File: src/rtl/lfsr_req_arbiter.sv
// rtl/lfsr_req_arbiter.sv - two-requester round-robin arbiter sharing a 5-bit LFSR (optional macro: LFSR_LOCKUP_FIX_EN)

// 5-bit LFSR datapath: seed load, single-step advance, look-ahead of the next value
module lfsr_req_arbiter_lfsr5 #(
  parameter logic [4:0] SEED_RST = 5'b00001
) (
  input  logic       clk,
  input  logic       rst_b,
  input  logic       load,
  input  logic [4:0] seed,
  input  logic       adv,
  output logic [4:0] q,
  output logic [4:0] q_next
);

  logic [4:0] seed_eff;

  // Successor of the current value; all-ones is a fixed point unless the lock-up fix is built in
  always_comb begin
    q_next    = 5'b00000;
    q_next[0] = q[4];
    q_next[1] = q[0];
    q_next[2] = q[1];
    q_next[3] = q[4] | q[2];
    q_next[4] = ~(q[4] ^ q[3]);
`ifdef LFSR_LOCKUP_FIX_EN
    if (q == 5'b11111) begin
      q_next = 5'b00001;
    end
`endif
  end

  // Seed as it will be stored; the lock-up value is replaced when the fix is built in
  always_comb begin
    seed_eff = seed;
`ifdef LFSR_LOCKUP_FIX_EN
    if (seed == 5'b11111) begin
      seed_eff = 5'b00001;
    end
`endif
  end

  // Shift register state: load wins over advance
  always_ff @(posedge clk or negedge rst_b) begin
    if (!rst_b) begin
      q <= SEED_RST;
    end else if (load) begin
      q <= seed_eff;
    end else if (adv) begin
      q <= q_next;
    end
  end

endmodule

// Arbiter top: picks a requester, advances the LFSR STEPS times, returns the word
module lfsr_req_arbiter #(
  parameter int         STEPS    = 3,
  parameter logic [4:0] SEED_RST = 5'b00001
) (
  input  logic       clk,
  input  logic       rst_b,
  input  logic [1:0] req,
  input  logic       seed_vld,
  input  logic [4:0] seed,
  output logic [1:0] gnt,
  output logic       busy,
  output logic [4:0] rnd,
  output logic       rnd_vld
);

  typedef enum logic [1:0] {
    IDLE  = 2'd0,
    SHIFT = 2'd1,
    DONE  = 2'd2
  } state_t;

  state_t     state;
  logic [3:0] cnt;
  logic       last;
  logic       owner;
  logic       pick;
  logic       lfsr_load;
  logic       lfsr_adv;
  logic [4:0] lfsr_q;
  logic [4:0] lfsr_next;

  // Seeds are only taken while idle; the register advances once per SHIFT cycle
  assign lfsr_load = (state == IDLE) && seed_vld;
  assign lfsr_adv  = (state == SHIFT);

  lfsr_req_arbiter_lfsr5 #(
    .SEED_RST (SEED_RST)
  ) u_lfsr (
    .clk    (clk),
    .rst_b  (rst_b),
    .load   (lfsr_load),
    .seed   (seed),
    .adv    (lfsr_adv),
    .q      (lfsr_q),
    .q_next (lfsr_next)
  );

  // Round-robin choice: a lone requester wins, a tie goes to whoever was not served last
  always_comb begin
    pick = 1'b0;
    case (req)
      2'b01:   pick = 1'b0;
      2'b10:   pick = 1'b1;
      2'b11:   pick = ~last;
      default: pick = 1'b0;
    endcase
  end

  // Transaction FSM with registered grant, busy and result outputs
  always_ff @(posedge clk or negedge rst_b) begin
    if (!rst_b) begin
      state   <= IDLE;
      cnt     <= 4'd0;
      last    <= 1'b1;
      owner   <= 1'b0;
      gnt     <= 2'b00;
      busy    <= 1'b0;
      rnd     <= 5'b00000;
      rnd_vld <= 1'b0;
    end else begin
      case (state)
        IDLE: begin
          rnd_vld <= 1'b0;
          if (!seed_vld && (req != 2'b00)) begin
            owner <= pick;
            cnt   <= 4'(STEPS);
            gnt   <= pick ? 2'b10 : 2'b01;
            busy  <= 1'b1;
            state <= SHIFT;
          end
        end
        SHIFT: begin
          cnt <= cnt - 4'd1;
          if (cnt == 4'd1) begin
            // The final advance lands in the register at this edge, so capture its look-ahead
            rnd     <= lfsr_next;
            rnd_vld <= 1'b1;
            state   <= DONE;
          end
        end
        DONE: begin
          rnd_vld <= 1'b0;
          last    <= owner;
          gnt     <= 2'b00;
          busy    <= 1'b0;
          state   <= IDLE;
        end
        default: begin
          gnt     <= 2'b00;
          busy    <= 1'b0;
          rnd_vld <= 1'b0;
          state   <= IDLE;
        end
      endcase
    end
  end

endmodule

File: config.mk
export PLATFORM = sky130hd
export DESIGN_NAME = lfsr_req_arbiter
export DESIGN_NICKNAME = d
export VERILOG_FILES = /design/src/rtl/lfsr_req_arbiter.sv
export SDC_FILE = /design/constraint.sdc
export NUM_CORES = 1
export LEC_CHECK = 0
export ABC_AREA = 1
export CAP_MARGIN = 20
export CORE_MARGIN = 5
export CORE_UTILIZATION = 45
export CTS_BUF_LIST = sky130_fd_sc_hd__clkbuf_4
export DETAILED_ROUTE_END_ITERATION = 7
export HOLD_SLACK_MARGIN = 0.15
export PLACE_DENSITY = 0.7
export SETUP_SLACK_MARGIN = 0.5
export SLEW_MARGIN = 40
export SYNTH_ARGS = -nofsm -noshare
export SYNTH_HDL_FRONTEND = slang
export SYNTH_HIERARCHICAL = 1
export SYNTH_SLANG_ARGS = --single-unit
File: constraint.sdc
create_clock -name clk -period 4.3 [get_ports clk]
set_clock_uncertainty 0.15 [all_clocks]
set_input_delay 1.29 -clock clk [delete_from_list [all_inputs] [get_ports clk]]
set_output_delay 1.29 -clock clk [all_outputs]
set_load 0.05 [all_outputs]
==> impl_metrics.json <==
{
  "final_nets": 164,
  "cts.path.max_buffers": 2,
  "ctsHoldBuffers": 0,
  "arrival_ns": 1.46,
  "endpoint_kind": "output port",
  "rsz0062_at_grt": "false",
  "vias": 854,
  "worst_ep_required_time_ns": 2.86,
  "mostFrequentLayoutCell": "nand2_1",
  "outcome": "finished clean",
  "cap_violations": 0,
  "max_stage_delay_ns": 0.80,
  "cts_resized": 0,
  "seqCellArea_um2": 553,
  "die-area_mm2": 0.00347,
  "chipWidth_um": 58.9,
  "placedCellCount": 175,
  "layout_common_cells": "nand2_1, dfrtp_1, clkdlybuf4s50_1, nand3_1, inv_1",
  "pin_count": 19,
  "critical_path.top_delay_family": "buffers and inverters",
  "cts_tree": "done",
  "p_sw_uw": 489,
  "crit_path_cell_trace": "clkdlybuf4s50_1",
  "cts_buffers": 3,
  "p_int_uw": 532,
  "clock.fmax_mhz": 345,
  "timing_hold_violations_final": 0,
  "tightest_slew_ns": 0.495,
  "gr-usage-all-layers_pct": 12.7,
  "p_clk_share_pct": 8.3,
  "final.fill_count": 221,
  "cp_max_fo": 2,
  "tns_ns": 0,
  "layout_min_cycle_time_ns": 2.90,
  "firstDrtPassIters": 4,
  "critPathLaunchType": "flip-flop",
  "cts.sinks": 22,
  "port-buffer-count": 18,
  "syn_inst": 132,
  "wl_per_cell_um": 10.6,
  "hold_path_class": "flip-flop to flip-flop",
  "grt_pass1_vias": 845,
  "clkTransAtPathRegs_ns": 0.11,
  "power_leakage_nw": 0.672,
  "dp_hpwl_um": 1470,
  "cts_root_buf": "clkbuf_4",
  "final_cells": 178,
  "drc": 0,
  "htree_levels": 1,
  "cts_setup_buffers": 0,
  "gp_congestion": 0.835,
  "finalCritPeriodShare_pct": 67.4,
  "grt_max_degree": 23,
  "grt_pass1_wl_um": 3460,
  "detail-route-antenna-nets": 0,
  "seq_power_share_pct": 37.4,
  "avgSynthCellArea_um2": 8.15,
  "clk_latency_ns": 0.28,
  "slew-limit-headroom_pct": 66.8,
  "p_sw_share_pct": 47.9,
  "core_mm2": 0.00225,
  "p_per_area_mw_per_mm2": 791,
  "area_growth_pct": 20.0,
  "slowest_stage": "clkdlybuf4s50_1",
  "synth_cell_types": 21,
  "overflow": 0,
  "ys.warnings.count": 6,
  "holdPathStages": 2,
  "viasPerCell": 4.80,
  "syn_nets": 144,
  "slew_violations": 0,
  "multi_input_area_um2": 443,
  "n_antenna_cell": 0,
  "design_power_total_mw": 1.02,
  "yosysSeqAreaShare_pct": 51.4,
  "synth_area_mm2": 0.00108,
  "finalSetupViolations": 0,
  "ir_drop_mv": 0.379,
  "combPwrFrac_pct": 54.3,
  "drive_gt1_share_pct": 10.7,
  "antenna_found_initial": 0,
  "chipHeight_um": 58.9,
  "drt_iter0_drc": 18,
  "cp_num_cells": 1,
  "hold_slack_ns": 0.329,
  "core.rowCount": 17,
  "start_util_pct": 47.7,
  "crit_buf_inv": 1,
  "wirelength_um": 1880,
  "ys_ff_latch": 22,
  "reg2regPathDepth": 4,
  "crit_type": "flip-flop to output port"
}
[worst reg2reg max path: stages, from the launching register on]
cell     delay, ns
dfrtp_1       0.49
nor3_2        0.47
nor2_2        0.15
a21oi_2       0.15
nand2_1       0.05
[sequential cells by signal (all words and copies together) (netlist names)]
| name | flops |
|---|---|
| cnt | 4 |
| busy | 1 |
| rnd | 5 |
| gnt | 2 |
| state | 2 |
| owner | 1 |
| last | 1 |
| u_lfsr/q | 5 |
| rnd_vld | 1 |
[power by group through the flow]
stage | sequential, mW | clock, mW | combinational [mW]
after global routing | 0.396 | 0.101 | 0.619
final | 0.381 | 0.0850 | 0.554
after floorplan | 0.508 | 0 | 0.296
after global placement | 0.382 | 0 | 0.550
after CTS | 0.381 | 0.0912 | 0.560
after detailed placement | 0.386 | 0 | 0.559
[worst paths after layout]
check,from,to,slack [ns]
worst min register to register,rnd[3],rnd[3],0.33
worst max register to register,state[1],u_lfsr/q[4],2.75
max in group asynchronous,rst_b,u_lfsr/q[0],2.86
worst min-delay path,rnd[3],rnd[3],0.33
worst max-delay path,rnd[2],rnd[2],1.40
min in group asynchronous,rst_b,busy,0.79
[cells in the mapped netlist]
master	instances	area, µm²
a21oi_1	2	10.0
a21oi_2	1	8.76
and2_1	1	6.26
buf_4	3	22.5
dfrtp_1	20	500
dfstp_2	2	52.6
ha_1	2	25.0
inv_1	14	52.6
inv_2	1	3.75
inv_4	1	6.26
nand2_1	57	214
nand3_1	15	75.1
nand3_2	1	10.0
nand3b_1	1	7.51
nand4_2	1	12.5
nor2_1	4	15.0
nor2_2	2	12.5
nor2_4	1	11.3
nor2_8	1	20.0
nor3_1	1	5.00
o21ai_0	1	5.00
[routing by layer]
metal / GRT usage, % / share of wire [%] / vias to the layer above
met5: 0 / 0 / -
met4: 4.21 / 0.64 / 0
met3: 2.19 / 5.4 / 2
met2: 20.5 / 46 / 24
met1: 17.1 / 48 / 383
li1: - / - / 445
[metrics by stage]
stage,utilization (%),setup WS (ns),cell area (µm²)
after CTS,57.0,1.38,1290
final,57.3,1.40,1290
after floorplan,-,1.89,1080
after detailed placement,56.0,1.14,1260
after global placement,56.3,1.23,1270
after global routing,57.3,1.33,1290
[final cells by class]
class / instances / area share (%)
sequential: 22 / 42.8
multi-input combinational: 91 / 34.3
timing repair buffer: 18 / 13.6
inverter: 16 / 4.84
tap: 28 / 2.71
clock buffer: 3 / 1.74
[kinds of logic after synthesis]
logic type | count (synthesis) | share of synthesized area, %
buffers and inverters | 19 | 7.91
adders and majority gates | 2 | 2.33
and+or+nand+nor | 85 | 36.2
DFF | 22 | 51.4
AOI/OAI and AO/OA | 4 | 2.21
Note: power is estimated with default switching activity, not from simulation.
